[config.mk]
export PLATFORM = sky130hd
export DESIGN_NAME = mult_sequencer
export DESIGN_NICKNAME = d
export VERILOG_FILES = /design/src/rtl/mips_pkg.sv /design/src/rtl/adder.sv /design/src/rtl/mult_sequencer.sv
export SDC_FILE = /design/constraint.sdc
export NUM_CORES = 1
export LEC_CHECK = 0
export CAP_MARGIN = 20
export CORE_MARGIN = 1
export CORE_UTILIZATION = 25
export CTS_CLUSTER_DIAMETER = 80
export DETAILED_ROUTE_END_ITERATION = 16
export GPL_ROUTABILITY_DRIVEN = 1
export PLACE_DENSITY_LB_ADDON = 0.05
export SLEW_MARGIN = 0
export SYNTH_ARGS = -nofsm -noshare
export SYNTH_HDL_FRONTEND = slang
export SYNTH_SLANG_ARGS = --single-unit
[constraint.sdc]
create_clock -name clk -period 3 [get_ports clk]
set_clock_uncertainty 0.05 [all_clocks]
set_input_delay 0.6 -clock clk [delete_from_list [all_inputs] [get_ports clk]]
set_output_delay 0.6 -clock clk [all_outputs]
set_load 0.03 [all_outputs]
[src/rtl/mips_pkg.sv]
// Shared definitions for the execute-stage multi-cycle units: FSM state
// encoding and counter sizing for the shift-add multiplier.
package mips_pkg;

   typedef enum logic [2:0] {
      ST_IDLE = 3'd0,
      ST_PREP = 3'd1,
      ST_CALC = 3'd2,
      ST_FIX  = 3'd3,
      ST_DONE = 3'd4
   } state_t;

   // Enough bits to hold the iteration count WIDTH itself, not just WIDTH-1.
   function automatic int cnt_width(input int w);
      return $clog2(w + 1);
   endfunction

endpackage

[src/rtl/adder.sv]
// Plain ripple-style adder with carry-in, shared by the execute datapath.
// The carry-in lets callers form ~x + 1 without a separate constant operand.
module Adder #(
   parameter int WIDTH = 32
) (
   input  logic [WIDTH-1:0] a,
   input  logic [WIDTH-1:0] b,
   input  logic             cin,
   output logic [WIDTH-1:0] sum
);

   assign sum = a + b + {{(WIDTH-1){1'b0}}, cin};

endmodule

[src/rtl/mult_sequencer.sv]
// Shift-add sequencer for MULT/MULTU: one partial product per clock through a
// shared adder, then an optional two's-complement fix-up into hi/lo.
module mult_sequencer
   import mips_pkg::*;
#(
   parameter int WIDTH = 32
) (
   input  logic             clk,
   input  logic             rst_n,
   input  logic             start,
   input  logic             is_signed,
   input  logic [WIDTH-1:0] op_a,
   input  logic [WIDTH-1:0] op_b,
   output logic             busy,
   output logic             done,
   output logic [WIDTH-1:0] hi,
   output logic [WIDTH-1:0] lo
);

   localparam int CW = cnt_width(WIDTH);

   state_t              state;
   state_t              state_nxt;
   logic [CW-1:0]       count;
   logic [WIDTH-1:0]    mcand;
   logic [WIDTH-1:0]    acc;
   logic [WIDTH-1:0]    lo_reg;
   logic                sgn;
   logic                neg;
   logic [WIDTH:0]      iter_addend;
   logic [WIDTH:0]      iter_sum;
   logic [2*WIDTH-1:0]  neg_sum;

   // The most negative value maps onto itself, which is correct when read as
   // an unsigned magnitude.
   function automatic logic [WIDTH-1:0] magnitude(input logic [WIDTH-1:0] v,
                                                  input logic s);
      return (s && v[WIDTH-1]) ? (~v + {{(WIDTH-1){1'b0}}, 1'b1}) : v;
   endfunction

   assign iter_addend = lo_reg[0] ? {1'b0, mcand} : {(WIDTH+1){1'b0}};

   Adder #(.WIDTH(WIDTH + 1)) u_iter_add (
      .a   ({1'b0, acc}),
      .b   (iter_addend),
      .cin (1'b0),
      .sum (iter_sum)
   );

   Adder #(.WIDTH(2 * WIDTH)) u_neg_add (
      .a   (~{acc, lo_reg}),
      .b   ({(2*WIDTH){1'b0}}),
      .cin (1'b1),
      .sum (neg_sum)
   );

   always_ff @(posedge clk or negedge rst_n) begin
      if (!rst_n) begin
         state <= ST_IDLE;
      end else begin
         state <= state_nxt;
      end
   end

   // Datapath registers; hi/lo are only written in FIX so a previous result
   // stays readable while the next operation is in flight.
   always_ff @(posedge clk or negedge rst_n) begin
      if (!rst_n) begin
         count  <= '0;
         mcand  <= '0;
         acc    <= '0;
         lo_reg <= '0;
         sgn    <= 1'b0;
         neg    <= 1'b0;
         hi     <= '0;
         lo     <= '0;
      end else begin
         case (state)
            ST_IDLE: begin
               if (start) begin
                  mcand  <= op_a;
                  lo_reg <= op_b;
                  sgn    <= is_signed;
                  neg    <= is_signed & (op_a[WIDTH-1] ^ op_b[WIDTH-1]);
               end
            end
            ST_PREP: begin
               mcand  <= magnitude(mcand, sgn);
               lo_reg <= magnitude(lo_reg, sgn);
               acc    <= '0;
               count  <= CW'(WIDTH);
            end
            ST_CALC: begin
               acc    <= iter_sum[WIDTH:1];
               lo_reg <= {iter_sum[0], lo_reg[WIDTH-1:1]};
               count  <= count - CW'(1);
            end
            ST_FIX: begin
               if (neg) begin
                  {hi, lo} <= neg_sum;
               end else begin
                  {hi, lo} <= {acc, lo_reg};
               end
            end
            default: begin
            end
         endcase
      end
   end

   always_comb begin
      state_nxt = state;
      busy      = 1'b0;
      done      = 1'b0;
      case (state)
         ST_IDLE: begin
            if (start) begin
               state_nxt = ST_PREP;
            end
         end
         ST_PREP: begin
            busy      = 1'b1;
            state_nxt = ST_CALC;
         end
         ST_CALC: begin
            busy = 1'b1;
            if (count == CW'(1)) begin
               state_nxt = ST_FIX;
            end
         end
         ST_FIX: begin
            busy      = 1'b1;
            state_nxt = ST_DONE;
         end
         ST_DONE: begin
            done      = 1'b1;
            state_nxt = ST_IDLE;
         end
         default: begin
            state_nxt = ST_IDLE;
         end
      endcase
   end

endmodule
# Yosys cells after proc, flatten, opt, wreduce, memory -nomap -nowiden
# Cells that the tools add are included.
# op_classes
n_addsub	5
n_mul	0
div	0
n_lt_le_gt_ge	0
eq_ne	9
shifts	0
mux	16
bitwise	5
n_reduce_logical	11
# op_table
op	count
2-to-1 mux 32 bit	7
one-hot mux 32 bit (2 select lines)	2
one-hot mux 32 bit (3 select lines)	1
adder 32 x 1 -> 32 bit (second input constant)	2
adder 64 x 1 -> 64 bit (second input constant)	1
NOT 32 bit	2
NOT 64 bit	1
adder 32 x 32 -> 33 bit	1
one-hot mux 3 bit (4 select lines)	1
one-hot mux 6 bit (2 select lines)	1
inequality test 2 bit (second input constant)	4
== test 3 x 2 -> 1 bit (second input constant)	2
== test 6 x 1 -> 1 bit (second input constant)	1
2-to-1 mux 3 bit	2
AND reduction 3 bit	2
subtractor 6 x 1 -> 6 bit (second input constant)	1
AND reduction 2 bit	2
nonzero test 2 bit	2
== test 3 x 1 -> 1 bit (second input constant)	1
== test 3 bit (second input constant)	1
zero test 3 bit	1
nonzero test 3 bit	1
OR reduction 3 bit	1
logical AND 1 bit	2
3 further kinds	4
# word_totals
ff_bits	171
latchBits	0
mem_bits_rw	0
rom_bits	0
out_inout_bits	66
memories	0

# Logic depth before layout (Yosys ltp)
# logic_depth
depth_word	4
depth_mapped	13
ltp_nobuf	13

# Modules after synthesis
# Synthesis repeated with hierarchy kept, for this count alone.
# unflattened
cells_unflattened	1864
area_unflattened_um2	14804.2
# modules_own_cells
module	n_inst	cells_each	area_per_inst_um2
mult_sequencer	1	1085	9334.0
Adder (u_neg_add)	1	533	3727.3
Adder (u_iter_add)	1	246	1742.9

# Worst setup path after synthesis
# OpenSTA, ideal clock, no wires.
# synth_path
kind	register to register
startpoint	register lo_reg[0]
endpoint	register hi[0]
t_arrival_ns	2.894
required_time_ns	2.817
setup_slack_ns	-0.077
path_stages_with_launch	11
path_buffers	0
period_less_slack_ns	3.077
cell_sequence	dfrtp_1 -> clkinv_1 -> ha_1 -> or3b_4 -> or4_1 -> or4b_1 -> nor3_2 -> nand2_1 -> o31ai_1 -> xor2_1 -> o21ai_0
# synth_between
elab_chain_cells	3
# synth_lines
element	line_no	source
start: declaration	mult_sequencer.sv:27	logic [WIDTH-1:0] lo_reg;
start signal: assignment	mult_sequencer.sv:82	lo_reg <= op_b;
start signal: assignment	mult_sequencer.sv:89	lo_reg <= magnitude(lo_reg, sgn);
start signal: assignment	mult_sequencer.sv:95	lo_reg <= {iter_sum[0], lo_reg[WIDTH-1:1]};
NOT 64 bit	mult_sequencer.sv:51	.a (~{acc, lo_reg}),
adder 64 x 1 -> 64 bit	adder.sv:12	assign sum = a + b + {{(WIDTH-1){1'b0}}, cin};
2-to-1 mux 32 bit	mult_sequencer.sv:99	if (neg) begin
end signal: assignment	mult_sequencer.sv:100	{hi, lo} <= neg_sum;
end signal: assignment	mult_sequencer.sv:102	{hi, lo} <= {acc, lo_reg};
end: declaration	mult_sequencer.sv:16	output logic [WIDTH-1:0] hi,
# Every way passes these cells.
# A chain may end at the register's enable or synchronous reset.

# Worst setup path after layout
# Same ends and word-level chain as after synthesis.

==> results.yml <==
power:
  worst_ir_drop_vdd_mv: 0.361
  finalPower_mw: 16.3
  p_per_area_mw_per_mm2: 1090
  p_leak_nw: 6.20
timing:
  setup-violations-final: 1
  drv_slew: 0
  fin_crit_sh_pct: 101
  slew_headroom_pct: 49.0
  worst_slack_ps: -24.9
  hold_ws_ps: 40.3
  worst_pin_slew_ps: 766
  fin_setup_tns_ps: -24.9
  fmax_mhz: 331
  period_minus_slack_ps: 3020
  rsz0062_at_grt: "yes"
  hold_viol: 0
critical_path:
  path_buf_inv: 1
  start_kind: "flip-flop"
  required_ps: 3280
  worstPathMaxFanout: 4
  critPathSlowestCell: "or4b_4"
  end_kind: "flip-flop"
  cpPeakStageDelay_ps: 560
  crit_chain: "inv_4 -> ha_4 -> or3b_4 -> or4_4 -> or4b_4 -> nor3_4 -> nand2_2 -> o31ai_4 -> xor2_1 -> o21ai_1"
  crit_family: "simple AND/OR/NAND/NOR gates"
  crit_type: "reg -> reg"
  worstPathArrival_ps: 3300
hold_path:
  min-delay-path-class: "in -> async"
detailed_routing:
  drcViolationCount: 0
  drt_iter0_drc: 602
  via_count: 10600
  drt-wirelength-per-cell_um: 18.0
  wl_mm: 38.7
  ant_nets: 0
  first_pass_iters: 7
  via_per_inst: 4.92
cts:
  cts_tree: "built"
  cts_sinks: 171
  hold_buffers: 0
  worstSkewPairLatency_ps: 460
  clock_path_buffers: 2
  root_buffer: "clkbuf_16"
  cts_max_level: 4
  path_clk_slew_ps: 70
  cts-buffers-inserted: 17
global_route:
  grt_pass1_wl_mm: 61.0
  grt_max_degree: 81
  first_global_vias: 10500
  antenna_found_initial: 0
  globalRouteTotalUtil_pct: 17.8
  grt.overflow.total: 0
outcome:
  violations: "negative setup slack"
  outcome: "finished, violations left"
logic_synthesis:
  synth_cells: 1337
  mappedNetlistNets: 1442
  synth-seq-cells: 171
  synth_flop_cell: "dfrtp_1"
  async_flop_share_pct: 100
  yosysSeqAreaShare_pct: 39.1
  synth_area_per_cell_sq_um: 8.18
  synth_cell_types: 66
  syn_area_sq_mm: 0.0109
  synth_edf_count: 0
  yosysWarnings: 0
placed_design:
  place.gp.congestion: 0.833
  hpwl_mm: 28.6
  portBuffers: 133
  dp_cells: 2118
floorplan:
  die_area_sq_mm: 0.0446
  die_w_um: 211
  io_pins: 134
  die_h_um: 211
  rows: 76
  start_util_pct: 25.4
  core_area_sq_mm: 0.0431
layout:
  final_cell_mix: "nand2_1, o21ai_0, dfrtp_1"
  final_common_cell: "nand2_1"
  antenna-diode-count: 0
  largest_reg_flops: 64
  area_delta_synth_final_pct: 36.6
  drive_above_1_share_pct: 17.5
  fin_cells: 2154
  fin_nets: 1661
flow_run:
  drv_cap: 0
==> cells by family (layout without fill, tap and decap cells) <==
group                    after synthesis  count (layout)  synth area share, %
adder cells (fa/ha/maj)               37              37                 4.30
AO/OA/AOI/OAI                        429             429                 23.7
XOR/XNOR                              90              90                 7.20
multiplexers                           5               5                0.480
buffers and inverters                107             339                 3.82
flip-flops                           171             171                 39.1
AND/OR/NAND/NOR                      498             498                 21.4
==> repair_timing <==
action,in CTS,in global routing
hold endpoints to repair,0,0
resized for setup,26,67
setup buffers,2,2
endpoints found under the setup margin,24,44
pin swaps,10,24
==> layer usage <==
metal | up-vias | global-route usage, % | share of wire [%]
li1 | 5256 | - | -
met1 | 5111 | 26.1 | 51
met2 | 207 | 26.9 | 44
met3 | 29 | 2.33 | 3.2
met4 | 0 | 5.60 | 1.7
met5 | - | 0 | 0
==> area by class of cell <==
class	count	area, sq um
clock buffers	22	474
clock inverters	10	140
fillers	4514	28100
inverters	22	85.1
multi-input cells	1059	6670
flip-flops and latches	171	4280
well taps	585	732
repair buffers	285	2560
==> where the power goes <==
group          total [mW]  leakage [nW]  internal, mW  switching (mW)
Combinational        9.69          3.74          4.01            5.68
Sequential           4.25          2.16          3.30           0.949
Clock                2.40         0.304          1.38            1.02
==> path summary, 6_finish.rpt <==
kind                              endpoint  cells past startpoint      start  slack, ps
max in group asynchronous       lo_reg[28]                      2      rst_n       2120
min in group clk                    lo[13]                      2     lo[13]        430
worst max-delay path                 hi[0]                     10  lo_reg[0]        -20
worst min-delay path                hi[17]                      1      rst_n         40
worst max register to register       hi[0]                     10  lo_reg[0]        -20
worst min register to register      lo[13]                      2     lo[13]        430
==> cells in the mapped netlist, drive strengths merged (3+ instances only) <==
cell type / instances / area share, %
nor2: 97 / 3.3
o31ai: 16 / 1.1
xnor2: 15 / 1.2
o21a: 3 / 0.21
a211oi: 8 / 0.55
a222oi: 22 / 2.0
xor2: 75 / 6.0
clkbuf: 77 / 2.6
or3: 26 / 1.5
o211ai: 7 / 0.48
nand4: 8 / 0.46
and3: 4 / 0.23
o21ai: 215 / 9.8
ha: 36 / 4.1
dfrtp: 171 / 39
nor3: 41 / 1.9
or2: 6 / 0.34
inv: 21 / 0.72
nand2: 210 / 7.2
a31oi: 11 / 0.63
or3b: 5 / 0.42
nand2b: 10 / 0.57
a221oi: 8 / 0.64
mux2i: 3 / 0.27
a21oi: 76 / 3.5
o21bai: 3 / 0.21
o21ba: 3 / 0.27
a221o: 3 / 0.27
nor4: 12 / 0.82
o22ai: 13 / 0.74
nor2b: 5 / 0.29
o41ai: 6 / 0.65
and2: 31 / 1.8
or4: 10 / 0.75
buf: 8 / 0.42
nand3: 26 / 1.2
a21o: 10 / 0.69
a22oi: 8 / 0.55
==> per-stage QoR <==
stage | area (sq um) | utilization [%] | setup WS [ps]
after floorplan | 11000 | - | 38.6
after global placement | 13900 | 32.3 | -104
after detailed placement | 13900 | 32.3 | -138
after CTS | 14700 | 34.0 | -71.0
after global routing | 14900 | 34.7 | -148
final | 14900 | 34.7 | -24.9
Note: power is estimated with default switching activity, not from simulation.
